===== src/rtl/ulpb_lc_power_sequencer_pkg.sv =====
// Shared definitions for the LC power sequencer: control levels, state encodings
// and the state-to-control decode used by the sequencer and its neighbours.
package ulpb_lc_power_sequencer_pkg;

   localparam logic IO_HOLD    = 1'b0;
   localparam logic IO_RELEASE = 1'b1;

   localparam int LC_PWR_STATE_WIDTH = 4;

   typedef enum logic [LC_PWR_STATE_WIDTH-1:0] {
      ST_SLEEP  = 4'd0,
      ST_UP_PWR = 4'd1,
      ST_UP_CLK = 4'd2,
      ST_UP_RST = 4'd3,
      ST_UP_ISO = 4'd4,
      ST_ACTIVE = 4'd5,
      ST_DN_ISO = 4'd6,
      ST_DN_RST = 4'd7,
      ST_DN_CLK = 4'd8,
      ST_DN_PWR = 4'd9
   } lc_pwr_state_t;

   typedef struct packed {
      logic power_on;
      logic release_clk;
      logic release_rst;
      logic release_iso;
      logic lc_active;
      logic seq_busy;
   } lc_ctrl_t;

   localparam lc_ctrl_t CTRL_IDLE = '{IO_HOLD, IO_HOLD, IO_HOLD, IO_HOLD, 1'b0, 1'b0};

   function automatic logic is_wake_chain(input lc_pwr_state_t s);
      return (s == ST_UP_PWR) || (s == ST_UP_CLK) || (s == ST_UP_RST) || (s == ST_UP_ISO);
   endfunction

   // Each state fully determines the four LC controls; anything unknown decodes to idle.
   function automatic lc_ctrl_t decode_ctrl(input lc_pwr_state_t s);
      lc_ctrl_t c;
      c = CTRL_IDLE;
      case (s)
         ST_UP_PWR: c = '{IO_RELEASE, IO_HOLD,    IO_HOLD,    IO_HOLD,    1'b0, 1'b1};
         ST_UP_CLK: c = '{IO_RELEASE, IO_RELEASE, IO_HOLD,    IO_HOLD,    1'b0, 1'b1};
         ST_UP_RST: c = '{IO_RELEASE, IO_RELEASE, IO_RELEASE, IO_HOLD,    1'b0, 1'b1};
         ST_UP_ISO: c = '{IO_RELEASE, IO_RELEASE, IO_RELEASE, IO_RELEASE, 1'b0, 1'b1};
         ST_ACTIVE: c = '{IO_RELEASE, IO_RELEASE, IO_RELEASE, IO_RELEASE, 1'b1, 1'b0};
         ST_DN_ISO: c = '{IO_RELEASE, IO_RELEASE, IO_RELEASE, IO_HOLD,    1'b0, 1'b1};
         ST_DN_RST: c = '{IO_RELEASE, IO_RELEASE, IO_HOLD,    IO_HOLD,    1'b0, 1'b1};
         ST_DN_CLK: c = '{IO_RELEASE, IO_HOLD,    IO_HOLD,    IO_HOLD,    1'b0, 1'b1};
         ST_DN_PWR: c = '{IO_HOLD,    IO_HOLD,    IO_HOLD,    IO_HOLD,    1'b0, 1'b1};
         default:   c = CTRL_IDLE;
      endcase
      return c;
   endfunction

endpackage


===== src/rtl/ulpb_lc_power_sequencer_dwell_counter.sv =====
// Down-counter timing how long the sequencer dwells in each step.
// Loads on entry to a step, counts down to zero and then holds there.
module ulpb_dwell_counter #(
   parameter int DLY_WIDTH = 4
) (
   input  logic                 clk,
   input  logic                 rst_n,
   input  logic                 load,
   input  logic [DLY_WIDTH-1:0] load_val,
   output logic                 zero
);

   logic [DLY_WIDTH-1:0] count;

   always_ff @(posedge clk or negedge rst_n) begin
      if (!rst_n) begin
         count <= '0;
      end else if (load) begin
         count <= load_val;
      end else if (count != '0) begin
         count <= count - 1'b1;
      end
   end

   assign zero = (count == '0);

endmodule


===== src/rtl/ulpb_lc_power_sequencer.sv =====
// Always-on LC power sequencer: walks power, clock, reset and isolation controls
// up on wake and back down in reverse order on sleep, dwelling a set time per step.
module ulpb_lc_power_sequencer
   import ulpb_lc_power_sequencer_pkg::*;
#(
   parameter int DLY_WIDTH = 4,
   parameter int PWR_DLY   = 8,
   parameter int CLK_DLY   = 2,
   parameter int RST_DLY   = 2,
   parameter int ISO_DLY   = 1
) (
   input  logic CLK,
   input  logic RESETn,
   input  logic WAKE_REQ,
   input  logic SLEEP_REQ,
   output logic POWER_ON,
   output logic RELEASE_CLK,
   output logic RELEASE_RST,
   output logic RELEASE_ISO,
   output logic LC_ACTIVE,
   output logic SEQ_BUSY
);

   localparam logic [DLY_WIDTH-1:0] PWR_LOAD = DLY_WIDTH'(PWR_DLY);
   localparam logic [DLY_WIDTH-1:0] CLK_LOAD = DLY_WIDTH'(CLK_DLY);
   localparam logic [DLY_WIDTH-1:0] RST_LOAD = DLY_WIDTH'(RST_DLY);
   localparam logic [DLY_WIDTH-1:0] ISO_LOAD = DLY_WIDTH'(ISO_DLY);

   lc_pwr_state_t        state;
   lc_pwr_state_t        next_state;
   logic                 sleep_pend;
   logic                 next_pend;
   logic                 load;
   logic [DLY_WIDTH-1:0] load_val;
   logic                 dwell_done;
   lc_ctrl_t             ctrl;

   ulpb_dwell_counter #(
      .DLY_WIDTH(DLY_WIDTH)
   ) u_dwell (
      .clk      (CLK),
      .rst_n    (RESETn),
      .load     (load),
      .load_val (load_val),
      .zero     (dwell_done)
   );

   // Controls are registered from the next-state decode so they change on the
   // same edge as the state, with no path from the request inputs to the pins.
   always_ff @(posedge CLK or negedge RESETn) begin
      if (!RESETn) begin
         state      <= ST_SLEEP;
         sleep_pend <= 1'b0;
         ctrl       <= CTRL_IDLE;
      end else begin
         state      <= next_state;
         sleep_pend <= next_pend;
         ctrl       <= decode_ctrl(next_state);
      end
   end

   // A sleep request during power-up is only remembered; the chain always finishes.
   always_comb begin
      next_state = state;
      next_pend  = sleep_pend;
      case (state)
         ST_SLEEP:  if (WAKE_REQ)   next_state = ST_UP_PWR;
         ST_UP_PWR: if (dwell_done) next_state = ST_UP_CLK;
         ST_UP_CLK: if (dwell_done) next_state = ST_UP_RST;
         ST_UP_RST: if (dwell_done) next_state = ST_UP_ISO;
         ST_UP_ISO: if (dwell_done) next_state = ST_ACTIVE;
         ST_ACTIVE: if (SLEEP_REQ || sleep_pend) next_state = ST_DN_ISO;
         ST_DN_ISO: if (dwell_done) next_state = ST_DN_RST;
         ST_DN_RST: if (dwell_done) next_state = ST_DN_CLK;
         ST_DN_CLK: if (dwell_done) next_state = ST_DN_PWR;
         ST_DN_PWR: if (dwell_done) next_state = ST_SLEEP;
         default:   next_state = ST_SLEEP;
      endcase
      if (is_wake_chain(state) && SLEEP_REQ) begin
         next_pend = 1'b1;
      end
      if ((next_state == ST_DN_ISO) || (next_state == ST_SLEEP)) begin
         next_pend = 1'b0;
      end
   end

   always_comb begin
      load     = (next_state != state);
      load_val = '0;
      case (next_state)
         ST_UP_PWR, ST_DN_PWR: load_val = PWR_LOAD;
         ST_UP_CLK, ST_DN_CLK: load_val = CLK_LOAD;
         ST_UP_RST, ST_DN_RST: load_val = RST_LOAD;
         ST_UP_ISO, ST_DN_ISO: load_val = ISO_LOAD;
         default:              load_val = '0;
      endcase
   end

   assign POWER_ON    = ctrl.power_on;
   assign RELEASE_CLK = ctrl.release_clk;
   assign RELEASE_RST = ctrl.release_rst;
   assign RELEASE_ISO = ctrl.release_iso;
   assign LC_ACTIVE   = ctrl.lc_active;
   assign SEQ_BUSY    = ctrl.seq_busy;

   a_release_order: assert property (@(posedge CLK) disable iff (!RESETn)
      ((RELEASE_ISO != IO_RELEASE) || (RELEASE_RST == IO_RELEASE)) &&
      ((RELEASE_RST != IO_RELEASE) || (RELEASE_CLK == IO_RELEASE)) &&
      ((RELEASE_CLK != IO_RELEASE) || (POWER_ON == IO_RELEASE)));

endmodule


===== config.mk =====
export PLATFORM = sky130hd
export DESIGN_NAME = ulpb_lc_power_sequencer
export DESIGN_NICKNAME = d
export VERILOG_FILES = /design/src/rtl/ulpb_lc_power_sequencer_pkg.sv /design/src/rtl/ulpb_lc_power_sequencer_dwell_counter.sv /design/src/rtl/ulpb_lc_power_sequencer.sv
export SDC_FILE = /design/constraint.sdc
export NUM_CORES = 1
export LEC_CHECK = 0
export ABC_AREA = 1
export CAP_MARGIN = 10
export CORE_MARGIN = 2
export CORE_UTILIZATION = 25
export CTS_BUF_LIST = sky130_fd_sc_hd__clkbuf_8
export DETAILED_ROUTE_END_ITERATION = 8
export PLACE_DENSITY = 0.44
export RECOVER_POWER = 100
export SETUP_SLACK_MARGIN = 0.2
export SYNTH_ARGS = -nofsm -noshare
export SYNTH_HDL_FRONTEND = slang
export SYNTH_SLANG_ARGS = --single-unit

===== constraint.sdc =====
create_clock -name CLK -period 2.06 [get_ports CLK]
set_input_delay 0.412 -clock CLK [delete_from_list [all_inputs] [get_ports CLK]]
set_output_delay 0.412 -clock CLK [all_outputs]
set_load 0.005 [all_outputs]

==> impl_metrics.toml <==
[critical_path]
cp.required_ns = 2.19
reg2regPathDepth = 10
critical_path_class = "register to register"
cp_max_fo = 9
crit_start = "state[1]$_DFF_PN0_"
r2r_setup_slack_ns = 0.23
reg2reg_to = "u_dwell.count[1]$_DFFE_PN0P_"
crit_path_start_kind = "register"
crit_arrival_ns = 1.96
end_kind = "register"
r2r-start = "state[1]$_DFF_PN0_"
setup.worst_path.end = "u_dwell.count[1]$_DFFE_PN0P_"

[cells_and_area]
antenna_cells = 0
layout_common_cells = "26 x nand2_1, 15 x dfrtp_1, 11 x inv_1, 10 x nand3_1, 10 x nor2_1"
drive_above_1_share_pct = 28.1
nNetsFinal = 146
final_area_sq_mm = 0.00123
final_common_cell = "nand2_1"
final.fill_count = 416
area_growth_pct = 18.1

[timing]
whs_ns = 0.633
setup_viol_count_final = 0
tightest_slew_ns = 0.864
finalMaxSlewViolations = 0
slew_headroom_pct = 42.4
fin_skew_ns = 0.00191
finalHoldViolations = 0
fin_crit_ns = 1.83
setup-tns-final_ns = 0
clock.fmax_mhz = 546
timing.final.crit_share_pct = 88.9
rsz0062_at_grt = "false"

[synthesis]
synth_nets = 131
synth-simple-area-share_pct = 42.9
synth_compound_area_share_pct = 6.96
avgSynthCellArea_sq_um = 8.34
synthDominantCellAreaShare_pct = 36.0
yosysWarningCount = 0
synthXorXnorAreaFrac_pct = 2.52
seq_area_frac_synth_pct = 36.0
synth_cell_type_count = 29
syn-cell-area_sq_mm = 0.00104
yosys-mux-area-fraction_pct = 0
synth.area.top_cells = "dfrtp_1 36%, nand2_1 9.0%, nand2_4 5.4%, nand3_1 4.3%, nor2_4 4.3%"
synth_top_area_cell = "dfrtp_1"
synth_top_family_by_area = "simple AND/OR/NAND/NOR gates"
ys_seq_elements = 15
synth_fa_ha_area_share_pct = 2.40
synthCells = 125

[floorplanning]
rows = 23
io-pin-count = 10
core-area_sq_mm = 0.00400
dieHeight_um = 68.6
die_width_um = 68.6
die_area_sq_mm = 0.00470
initial_utilization_pct = 26.1

[clock_tree]
cts_sinks = 15
cts_buffer_depth = 2
clock_latency_ns = 0.25
root_buffer = "clkbuf_8"
numCtsBuffers = 3
cts.clk_slew.worst_paths_ns = 0.06
cts_tree = "built"
htreeDepth = 1
hold_buffers = 0

[global_route]
grt_pass1_wl_um = 3930
grt_util_all_layers_pct = 11.6
antenna_found_initial = 0
grt_max_degree = 16
grt_pass1_vias = 879
grt_overflow = 0

[placement]
portBuffers = 9
routabilityCongestion = 0.808
hpwl_um = 1740
dpl_cell_area_sq_mm = 0.00118

[outcome]
status = "finished, final reports clean"

[routing]
postRouteAntennaNets = 0
vias_per_cell = 4.25
vias = 803
wl_um = 2220
drtPass1Iterations = 4
wl_per_cell_um = 11.7
drc = 0
drt-initial-drc-count = 20

[job]
maxCapViolCount = 0

[power]
p_leak_nw = 0.583
p_per_area_mw_per_mm2 = 1850
ir_worst_vdd_mv = 0.395

[hold_path]
hp-class = "register to register"
## metrics by stage
step / setup WS, ns / power, mW / std cells / utilization, %
finish: 0.230 / 2.28 / 189 / 30.8
detailed placement: 0.267 / 2.07 / 184 / 29.6
floorplan: 0.504 / 1.74 / 125 / -
CTS: 0.308 / 2.32 / 188 / 30.7
global route: 0.115 / 2.51 / 189 / 30.8
global placement: 0.280 / 2.09 / 184 / 29.6
## cell usage after synthesis
cell type	count
nand2_1	25
dfrtp_1	15
inv_1	11
nor2_1	10
nand3_1	9
nor2_2	7
nand2_4	5
inv_2	4
nand2_2	4
nand4_1	4
nor2_4	4
o21ai_0	4
buf_6	3
a21oi_1	2
ha_1	2
nand3_2	2
xor2_1	2
a21oi_2	1
inv_4	1
nand3_4	1
nand3b_1	1
nand4_2	1
nor3_2	1
nor3b_1	1
o21ai_1	1
o21ai_2	1
o21bai_2	1
o41ai_1	1
xnor2_1	1
## flip-flops by register name, indices dropped and copies added (netlist names)
signal and count:
RELEASE_ISO 1, sleep_pend 1, state 4, SEQ_BUSY 1
RELEASE_CLK 1, u_dwell.count 4, RELEASE_RST 1, POWER_ON 1
LC_ACTIVE 1
## worst min path at each step
stage / startpoint / end / slack (ns) / cells after the start
finish: sleep_pend$_DFFE_PN0P_ / sleep_pend$_DFFE_PN0P_ / 0.63 / 4
global route: u_dwell.count[2]$_DFFE_PN0P_ / u_dwell.count[2]$_DFFE_PN0P_ / 0.69 / 2
CTS: RESETn / u_dwell.count[1]$_DFFE_PN0P_ / 0.49 / 2
detailed placement: sleep_pend$_DFFE_PN0P_ / LC_ACTIVE$_DFF_PN0_ / 0.62 / 3
global placement: sleep_pend$_DFFE_PN0P_ / LC_ACTIVE$_DFF_PN0_ / 0.64 / 3
floorplan: RESETn / LC_ACTIVE$_DFF_PN0_ / 0.12 / 0
## power by group
group          internal (mW)  switching, mW
combinational          0.566          0.910
clock                  0.134          0.106
sequential             0.435          0.128
total                   1.14           1.14
## routing by layer
| metal | vias to the layer above | share of wire [%] | track usage (%) |
|---|---|---|---|
| met5 | - | 0 | 0 |
| met3 | 4 | 1.1 | 1.62 |
| met4 | 0 | 2.3 | 7.50 |
| li1 | 428 | - | - |
| met1 | 364 | 49 | 13.9 |
| met2 | 7 | 48 | 19.4 |
## cell families (layout without fill, tap and decap cells)
group,after synthesis,in the layout
fa+ha+maj,2,2
simple gates,75,75
flops,15,15
compound gates,11,11
buf+inv,19,33
xor+xnor,3,3
## what timing repair did
item / in CTS / in global routing
gates resized for setup: 0 / 3
setup buffers: 0 / 1
endpoints found under the setup margin: 0 / 5
## area by class of cell
cell class / instances / area, sq um / share of cell area, %
Clock buffer: 3 / 41.3 / 3.35
Multi-Input combinational cell: 91 / 568 / 46.1
Timing Repair Buffer: 13 / 116 / 9.45
Sequential cell: 15 / 375 / 30.5
Inverter: 16 / 62.6 / 5.08
Tap cell: 50 / 62.6 / 5.08
Clock inverter: 1 / 5.00 / 0.407
## critical path: stages, from the launching register on
cell and delay (ns):
dfrtp_1 0.53, inv_4 0.14, nand2_2 0.08, nor2_2 0.13, nor2_4 0.05, nand2_4 0.08
nand3_1 0.26, o21ai_0 0.25, nand2_1 0.08, nand2_1 0.06, nand2_1 0.06
(Power assumes the default switching activity.)
